### src/rtl/dcache_refill.sv
// Data-cache line refill engine: invalidates the tag, fetches one 32B line
// over an AXI INCR burst, writes each word into the data RAM, then marks the
// tag valid and acknowledges the miss.
module dcache_refill #(
    parameter logic [3:0]  ARID       = 4'd1,
    parameter int unsigned LINE_WORDS = 8
) (
    input  logic        clk,
    input  logic        rst,

    input  logic        miss_req,
    input  logic [31:0] miss_addr,
    input  logic        tag_work,
    output logic        miss_ack,
    output logic        busy,

    output logic        ar_valid,
    input  logic        ar_ready,
    output logic [31:0] ar_addr,
    output logic [3:0]  ar_id,
    output logic [7:0]  ar_len,
    output logic [2:0]  ar_size,
    output logic [1:0]  ar_burst,

    input  logic        r_valid,
    output logic        r_ready,
    input  logic        r_last,
    input  logic [31:0] r_data,

    output logic        data_we,
    output logic [7:0]  data_index,
    output logic [2:0]  data_word,
    output logic [31:0] data_wdata,

    output logic [3:0]  tag_wen,
    output logic [7:0]  tag_index,
    output logic [19:0] tag_wdata,

    output logic        proto_err
);

    localparam int unsigned BEAT_W = 3;
    localparam int unsigned LINE_W = 27;
    localparam logic [BEAT_W-1:0] LAST_BEAT = BEAT_W'(LINE_WORDS - 1);

    typedef enum logic [2:0] {
        S_IDLE,
        S_INV,
        S_ADDR,
        S_DATA,
        S_TAG,
        S_DONE
    } state_t;

    state_t              state;
    state_t              state_n;
    logic [LINE_W-1:0]   line_q;
    logic [BEAT_W-1:0]   cnt;
    logic                accept;
    logic                beat;

    // Byte offset within the line is irrelevant to a whole-line refill.
    logic unused_addr_lsbs;
    assign unused_addr_lsbs = ^miss_addr[4:0];

    assign accept = (state == S_IDLE) && miss_req && tag_work;
    assign beat   = (state == S_DATA) && r_valid;

    // Fixed burst attributes and address-derived RAM indices.
    assign ar_id      = ARID;
    assign ar_len     = 8'(LINE_WORDS - 1);
    assign ar_size    = 3'd2;
    assign ar_burst   = 2'b01;
    assign ar_addr    = {line_q, 5'b0};
    assign tag_index  = line_q[7:0];
    assign data_index = line_q[7:0];
    assign data_word  = cnt;
    assign data_wdata = r_data;

    // State register.
    always_ff @(posedge clk) begin
        if (rst) begin
            state <= S_IDLE;
        end else begin
            state <= state_n;
        end
    end

    // Line address capture, beat counter and sticky r_last checker.
    always_ff @(posedge clk) begin
        if (rst) begin
            line_q    <= '0;
            cnt       <= '0;
            proto_err <= 1'b0;
        end else begin
            if (accept) begin
                line_q <= miss_addr[31:5];
            end
            if (beat) begin
                cnt <= cnt + 1'b1;
                if (r_last != (cnt == LAST_BEAT)) begin
                    proto_err <= 1'b1;
                end
            end
        end
    end

    // Next-state and per-state strobes.
    always_comb begin
        state_n   = state;
        busy      = 1'b1;
        ar_valid  = 1'b0;
        r_ready   = 1'b0;
        data_we   = 1'b0;
        tag_wen   = 4'h0;
        tag_wdata = 20'h0;
        miss_ack  = 1'b0;
        case (state)
            S_IDLE: begin
                busy = 1'b0;
                if (miss_req && tag_work) begin
                    state_n = S_INV;
                end
            end
            S_INV: begin
                tag_wen = 4'hF;
                state_n = S_ADDR;
            end
            S_ADDR: begin
                ar_valid = 1'b1;
                if (ar_ready) begin
                    state_n = S_DATA;
                end
            end
            S_DATA: begin
                r_ready = 1'b1;
                if (r_valid) begin
                    data_we = 1'b1;
                    if (cnt == LAST_BEAT) begin
                        state_n = S_TAG;
                    end
                end
            end
            S_TAG: begin
                tag_wen   = 4'hF;
                tag_wdata = {1'b1, line_q[LINE_W-1:8]};
                state_n   = S_DONE;
            end
            S_DONE: begin
                miss_ack = 1'b1;
                state_n  = S_IDLE;
            end
            default: begin
                state_n = S_IDLE;
            end
        endcase
    end

endmodule

### config.mk
export PLATFORM = sky130hd
export DESIGN_NAME = dcache_refill
export DESIGN_NICKNAME = d
export VERILOG_FILES = /design/src/rtl/dcache_refill.sv
export SDC_FILE = /design/constraint.sdc
export NUM_CORES = 1
export LEC_CHECK = 0
export CAP_MARGIN = 15
export CORE_UTILIZATION = 32
export DETAILED_ROUTE_END_ITERATION = 16
export PLACE_DENSITY_LB_ADDON = 0.15
export RECOVER_POWER = 50
export SLEW_MARGIN = 10
export SYNTH_ARGS = -nofsm -noshare
export SYNTH_HDL_FRONTEND = slang
export SYNTH_SLANG_ARGS = --single-unit
export TNS_END_PERCENT = 100
### constraint.sdc
create_clock -name clk -period 1.9 [get_ports clk]
set_clock_uncertainty 0.15 [all_clocks]
set_input_delay 0.285 -clock clk [delete_from_list [all_inputs] [get_ports clk]]
set_output_delay 0.285 -clock clk [all_outputs]
set_load 0.02 [all_outputs]
# Word-level counts from Yosys, hierarchy flattened
# Cells that the tools add are included.
[word_totals]
regBits = 34
latch_bits = 0
ramBits = 0
mem_bits_ro = 0
input_bits = 71
out_inout_bits = 130
word_cells = 37
n_memories = 0
[op_classes]
addsub = 1
multipliers = 0
n_div = 0
order_cmp = 0
n_eq_ne = 11
n_shift = 0
mux = 13
bitwise_logic = 0
reduce_logical = 8
[op_table]
columns = ["operator", "count"]
rows = [
  ["two-way mux 20 bit", 1],
  ["one-hot mux 3 bit (5 select lines)", 1],
  ["two-way mux 3 bit", 4],
  ["== test 3 bit (second input constant)", 3],
  ["== test 3 x 2 -> 1 bit (second input constant)", 2],
  ["two-way mux 1 bit", 6],
  ["logical AND 1 bit", 4],
  ["two-way mux 4 bit", 1],
  ["inequality test 2 x 1 -> 1 bit (second input constant)", 2],
  ["inequality test 2 bit (second input constant)", 2],
  ["AND reduction 4 bit", 1],
  ["adder 3 x 1 -> 3 bit (second input constant)", 1],
  ["== test 3 x 1 -> 1 bit (second input constant)", 1],
  ["logical NOT 3 bit", 1],
  ["AND reduction 2 bit", 1],
  ["OR reduction 2 bit", 1],
  ["inequality test 1 bit", 1],
]

# Depth between registers and ports, before layout
# Gate-level depths: netlist (run 1).
[depth]
word_depth = 4
mapped_depth = 6
mapped_depth_nobuf = 5

# Worst setup path before layout (run 1)
# Ideal clock, no wire load.
[synth_path]
kind = "register to output"
startpoint = "register state[0]"
endpoint = "output port tag_wen[1]"
arrival_time_ns = 1.322
required_time_ns = 1.465
slack_ns = 0.143
stages_incl_launch_ff = 5
n_path_buf = 2
cell_sequence = "dfxtp_1 clkbuf_1 xnor2_1 nor2_1 buf_4"
[synth_via]
elab_chain_cells = 3
word_cells_on_any_way = 4
classes_between = "2 x eq/ne; 1 x mux; 1 x reduce/logical"
[synth_lines]
columns = ["element", "line_no", "source"]
rows = [
  ["from (decl)", "55", "state_t state;"],
  ["from (signal assigned)", "85", "state <= state_n;"],
  ["== test 3 bit / == test 3 x 1 -> 1 bit (equally long branches)", "118", "case (state)"],
  ["OR reduction 2 bit (no source line) *", "-", ""],
  ["two-way mux 4 bit *", "118", ""],
  ["to (decl)", "35", "output logic [3:0] tag_wen,"],
]
# Every way passes the cells marked *; elsewhere a longest branch is shown, timed or not.

# Worst setup path after layout (run 1)
# Same ends and word-level chain as after synthesis.

==> out/qor.txt, run 1 <==
diodes inserted: 0
fin cells: 418
Data arrival, critical path: 1.41 ns
worst setup path class: flop to primary output
met2 Resource Use GR: 19.91%
Achievable Freq: 540.8 MHz
RR Startpoint: state[0]
Syn Inst Count: 258
Die Ht: 86.64 um
final instance area: 3072 sq um
Worst EP required: 1.46 ns
Crit Path Max Fanout: 12
Slowest cell on crit path: dlygate4sd2_1
largest net degree at the start of global routing: 62
DP Area: 3077 sq um
setup violators final: 0
clock sink count: 34
hold_sp: proto_err
GR Util met3: 4.095%
vias post-DR: 1670
worst hold path type: flop to flop
IO buf count: 109
minimum clock period: 1.849 ns
Syn Area/Cell: 8.884 sq um
max incr delay on CP: 0.36 ns
initial antenna violation count: 0
total negative slack: 0 ns
commonest cells after routing, fill and taps aside: nand2b_1 (54), clkdlybuf4s50_1 (54), dfxtp_1 (34), mux2i_1 (27), dlygate4sd3_1 (26)
worst path bufs/invs: 2
# nets final: 394
status: finished clean
CTS tree: yes
Reg area: 680.7 sq um
GP Congestion: 0.7155
CTS buffer count: 5
unrepaired setup endpoints after global routing: true
Placeable Area: 6869 sq um
Slew Limit Fails: 0
post-synth top area share: 29.69%
global route hottest layer: met2
Yosys top cell by area: dfxtp_1
filler cell count: 719
Clock transition at path regs: 0.07 ns
Core Rows: 30
reg2reg path depth: 6
YS warnings: 0
post-DR wirelength/cell: 11.05 um
drt first pass iters: 4
Overflow after GRT: 0
H-tree depth: 2
Root Driver: clkbuf_8
Hold-fix buffers, CTS: 0
Post-DP HPWL: 3335 um
critical path, cell by cell: buf_4 -> xnor2_1 -> nor2_1 -> dlygate4sd2_1
met1 GRT Util: 14.83%
GRT Overall Usage: 12.22%
Leakage: 1.364 nW
reg2reg setup slack: 0.15 ns
Max Root-Sink Buffers: 2
vias in the first global route: 1498
post-synthesis sequential area ratio: 29.69%
top cell family by delay on the critical path: buffers and inverters
Area Overhead vs Synth: 34.01%
# DRC: 0
ANT nets after route: 0
vias per cell: 3.995
Detailed Route WL: 4617 um
Synth area leaders: dfxtp_1 (30%), buf_4 (24%), nand2b_1 (15%)
hold path cells: 2
Worst R2R End: line_q[13]
pwr dens: 576.5 nW/um^2
share of layout cells above drive strength 1: 13.98%
critical path capture point type: primary output
worst vdd ir: 330.3 uV
dpl cells: 409
Final Hold Viols: 0
WHS Endpoint: proto_err
first-pass GRT wire length: 7120 um
Crit. Startpoint: state[0]
#FFs+latches synth: 34
number of DRC markers in iteration 0: 46
Cell variety after synth: 27
Final Core Density: 44.72%
Startpoint Class: flop
Worst-Skew Late Latency: 0.28 ns
Die ar.: 7506 sq um
Die Wd: 86.64 um
Worst Hold Margin: 0.3267 ns
I/O Pins: 201
Initial Utilization: 33.37%
crit share post-route: 97.33%
max-capacitance violation count: 0
Post-Syn Area: 2292 sq um
area of the multi-input gates: 1041 sq um
==> cell type report <==
cell class,count,area share (%)
inverter,1,0.1222
multi-input combinational,157,33.89
sequential,34,22.16
clock buffer,6,2.688
clock inverter,2,0.4073
tap,96,3.910
timing repair buffer,122,36.82
==> worst reg2reg max path, stage by stage, from the launching register on <==
cell and delay (ns):
dfxtp_1 0.32, buf_4 0.17, or3_1 0.37, buf_4 0.16, nor2_8 0.13, buf_12 0.17, mux2i_1 0.20
==> power by group <==
part	internal (W)	switching, W
clock network	0.000291	0.000267
logic	0.000221	0.000218
registers	0.000748	0.0000258
total	0.00126	0.000511
==> metrics by stage <==
| stage | total power (W) | setup WS, ns |
|---|---|---|
| 6_report | 0.001771 | 0.05075 |
| 5_1_grt | 0.001867 | -0.05001 |
| 4_1_cts | 0.001823 | 0.005710 |
| 3_5_place_dp | 0.001252 | -0.1439 |
| 3_3_place_gp | 0.001249 | -0.1350 |
| 2_1_floorplan | 0.001201 | 0.1432 |
==> worst max-delay path by stage <==
stage                       endpoint  slack [ns]  depth (start not counted)
after floorplan           tag_wen[1]        0.14                          4
after global placement       data_we       -0.14                          4
after detailed placement     data_we       -0.14                          4
after CTS                    r_ready       0.006                          4
after global routing      tag_wen[0]       -0.05                          4
final                     tag_wen[1]        0.05                          4
==> cells in the mapped netlist <==
library cell / instances
nand4b_1: 1
buf_4: 74
buf_12: 2
a21oi_1: 5
nand3_1: 1
nor2_1: 6
and2b_2: 1
nor2b_1: 1
xnor2_1: 2
a41oi_1: 2
mux2i_1: 27
o21ai_0: 1
buf_2: 1
dfxtp_1: 34
or3_1: 2
nand2b_1: 54
buf_6: 1
and2_1: 20
nor3b_2: 1
inv_1: 1
o211ai_1: 1
xor2_1: 1
nand2_1: 6
nor2_8: 1
clkbuf_1: 8
ha_1: 2
conb_1: 2
==> kinds of logic after synthesis <==
logic type | share of synthesized area [%]
other cells | 0.3276
mux | 11.79
xor+xnor | 1.146
buf+inv | 28.17
compound gates | 2.402
simple gates | 25.38
flops | 29.69
fa+ha+maj | 1.092
==> repair_timing <==
action,in CTS,in global routing
gates resized for setup,79,18
gates cloned,0,0
pin swaps,1,0
setup buffers,1,0
endpoints found under the setup margin,29,17
hold endpoints to repair,0,0
==> layer usage <==
layer,wire length (um),share of wire (%),up-vias
li1,-,-,842
met1,2055,45,735
met2,2116,46,80
met3,368,8.0,13
met4,77,1.7,0
met5,0,0,-
==> registers in the layout, indices dropped and copies added, names as in the netlist <==
name and count:
line_q 27, data_word 3, proto_err 1, state 3
(Power assumes the default switching activity.)
==> run 2, diff against run 1 <==
==> constraint.sdc (replaced) <==
create_clock -name clk -period 1.9 [get_ports clk]
set_clock_uncertainty 0.15 [all_clocks]
set_input_delay 0.19 -clock clk [delete_from_list [all_inputs] [get_ports clk]]
set_output_delay 0.19 -clock clk [all_outputs]
set_load 0.02 [all_outputs]
==> run 2 against run 1 <==
Compared with the run above:
- clock power fell by 2%
- sequential share of layout area fell by 0.50 points
- first-iteration DRC count decreased by 35%
- maximum frequency up 0.45%
- worst hold slack worse by 0.097 ns
- total power decreased by 0.49%
- cell count shrank 0.24%
- sequential power about the same
- clock-buffer cell count is 1 higher
- final area is 2.3% higher
==> out/qor.txt, run 2 (synthesis gave the netlist of run 1 again) <==
vias post-DR: 1645 (was 1670)
CTS tree: yes (unchanged)
Detailed Route WL: 4686 um (was 4617 um)
I/O Pins: 201 (unchanged)
vias in the first global route: 1460 (was 1498)
Root Driver: clkbuf_8 (unchanged)
# DRC: 0 (unchanged)
Area Overhead vs Synth: 37.12% (was 34.01%)
Cell Int Power: 0.001263 W (was 0.001260 W)
Comb power frac: 25.0% (was 24.8%)
Hold-fix buffers, CTS: 0 (unchanged)
Initial Utilization: 33.37% (unchanged)
initial antenna violation count: 0 (unchanged)
ANT nets after route: 0 (unchanged)
RR Startpoint: state[0] (unchanged)
minimum clock period: 1.841 ns (was 1.849 ns)
worst setup path class: flop to primary output (unchanged)
commonest cells after routing, fill and taps aside: clkdlybuf4s50_1 (55), nand2b_1 (54), dfxtp_1 (34), mux2i_1 (27), dlygate4sd3_1 (25) (was nand2b_1 (54), clkdlybuf4s50_1 (54), dfxtp_1 (34), mux2i_1 (27), dlygate4sd3_1 (26))
share of layout cells above drive strength 1: 7.165% (was 13.98%)
Max Root-Sink Buffers: 2 (unchanged)
Clock transition at path regs: 0.07 ns (about the same)
Core Rows: 30 (unchanged)
post-DR wirelength/cell: 11.24 um (was 11.05 um)
number of DRC markers in iteration 0: 30 (was 46)
Setup crit end: busy (was tag_wen[1])
reg2reg path depth: 6 (unchanged)
unrepaired setup endpoints after global routing: true (unchanged)
Crit. Startpoint: state[0] (unchanged)
status: finished clean (unchanged)
largest net degree at the start of global routing: 62 (unchanged)
Worst R2R End: line_q[13] (unchanged)
Final Hold Viols: 0 (unchanged)
Worst EP required: 1.56 ns (was 1.46 ns)
post-CTS setup buffers: 0 (was 1)
Top reg by flops: line_q (unchanged)
Die Ht: 86.64 um (unchanged)
Net Switching: 0.0004989 W (was 0.0005109 W)
Slew Limit Fails: 0 (unchanged)
switching part of the total power: 28.31% (was 28.85%)
Slowest cell on crit path: or3_1 (was dlygate4sd2_1)
Achievable Freq: 543.2 MHz (was 540.8 MHz)
Die Wd: 86.64 um (unchanged)
commonest non-fill, non-tap cell in the layout: clkdlybuf4s50_1
clock share of power: 31.0% (was 31.5%)
Crit Path Max Fanout: 12 (unchanged)
Post-DP HPWL: 3375 um (was 3335 um)
GP Congestion: 0.7194 (was 0.7155)
diodes inserted: 0 (unchanged)
drt first pass iters: 3 (was 4)
CTS buffer count: 5 (unchanged)
reg2reg setup slack: 0.12 ns (was 0.15 ns)
worst hold path type: primary input to primary output (was flop to flop)
GRT Overall Usage: 11.84% (was 12.22%)
clock sink count: 34 (unchanged)
critical path, cell by cell: buf_4 -> or3_1 -> dlygate4sd2_1 (was buf_4 -> xnor2_1 -> nor2_1 -> dlygate4sd2_1)
Worst-Skew Late Latency: 0.27 ns (was 0.28 ns)
setup violators final: 0 (unchanged)
Die ar.: 7506 sq um (unchanged)
vias per cell: 3.945 (was 3.995)
max incr delay on CP: 0.38 ns (was 0.36 ns)
Leakage: 1.371 nW (was 1.364 nW)
Data arrival, critical path: 1.50 ns (was 1.41 ns)
filler cell count: 709 (was 719)
Post-Place Worst Slack: 0.02957 ns (was -0.1439 ns)
crit share post-route: 96.90% (was 97.33%)
Startpoint Class: flop (unchanged)
first-pass GRT wire length: 6865 um (was 7120 um)
pwr dens: 560.6 nW/um^2 (was 576.5 nW/um^2)
Placeable Area: 6869 sq um (unchanged)
# nets final: 393 (was 394)
Overflow after GRT: 0 (unchanged)
max-capacitance violation count: 0 (unchanged)
dpl cells: 409 (unchanged)
Reg power frac: 44.0% (was 43.7%)
Final Core Density: 45.76% (was 44.72%)
H-tree depth: 2 (unchanged)
worst vdd ir: 230.2 uV (was 330.3 uV)
critical path capture point type: primary output (unchanged)
max FFs per register: 27 (unchanged)
fin cells: 417 (was 418)
IO buf count: 109 (unchanged)
fin worst setup slack: 0.05897 ns (was 0.05075 ns)
==> run 2: cell count changes in the layout (fill, tap and decap cells not counted) <==
cell / before / now
clkinvlp_4: 1 / 0
clkbuf_2: 5 / 2
dlygate4sd3_1: 26 / 25
buf_4: 13 / 7
clkdlybuf4s50_1: 54 / 55
clkbuf_1: 1 / 2
nor3b_4: 0 / 1
clkdlybuf4s15_1: 2 / 13
buf_2: 12 / 0
dlygate4sd2_1: 5 / 14
nor3b_2: 1 / 0
==> run 2: final cells by class <==
cell class                 count  area [sq um]  share of cell area, %
tap                           96         120.1                  3.822
timing repair buffer         121          1200                  38.18
clock inverter                 1         5.005                 0.1592
sequential                    34         680.7                  21.66
clock buffer                   7         86.33                  2.747
multi-input combinational    157          1047                  33.32
inverter                       1         3.754                 0.1194
==> run 2: critical path: cells and delay by family, from the launching register on <==
kind	cells	cell delay [ns]
DFF	1	0.33
and+or+nand+nor	1	0.38
buffers and inverters	2	0.52
==> run 2: stage by stage <==
step | setup TNS (ns) | hold WS [ns] | total power [W] | cell area [sq um]
floorplan | 0 | 0.1838 | 0.001201 | 2367
global placement | 0 | 0.2301 | 0.001248 | 3077
detailed placement | 0 | 0.2301 | 0.001252 | 3077
CTS | 0 | 0.2301 | 0.001810 | 3138
global route | -0.02710 | 0.2300 | 0.001852 | 3143
finish | 0 | 0.2300 | 0.001762 | 3143
==> run 2: power groups by stage <==
stage / Combinational (W) / Clock [W] / Sequential, W
6_report: 0.000440 / 0.000546 / 0.000775
4_1_cts: 0.000454 / 0.000579 / 0.000777
2_1_floorplan: 0.000375 / 0 / 0.000826
3_3_place_gp: 0.000458 / 0 / 0.000790
5_1_grt: 0.000473 / 0.000599 / 0.000780
3_5_place_dp: 0.000460 / 0 / 0.000792
==> run 2: worst min-delay path by stage <==
stage                     cells past startpoint        endpoint       start
after floorplan                               1        state[1]     r_valid
after global placement                        0   data_wdata[0]   r_data[0]
after detailed placement                      0   data_wdata[0]   r_data[0]
after CTS                                     0   data_wdata[0]   r_data[0]
after global routing                          0   data_wdata[8]   r_data[8]
final                                         0  data_wdata[17]  r_data[17]
==> run 2: repair_timing <==
| action | CTS | global route |
|---|---|---|
| gates resized for setup | 30 | 17 |
| pin swaps | 0 | 0 |
| setup endpoints to repair | 28 | 19 |
==> run 2: layer usage <==
layer  vias to the layer above  wire length (um)  track usage [%]
met5                         -                 0                0
met4                         0                42            4.394
met3                        10               405            4.190
met2                        79              2176            19.26
met1                       714              2061            14.36
li1                        842                 -                -
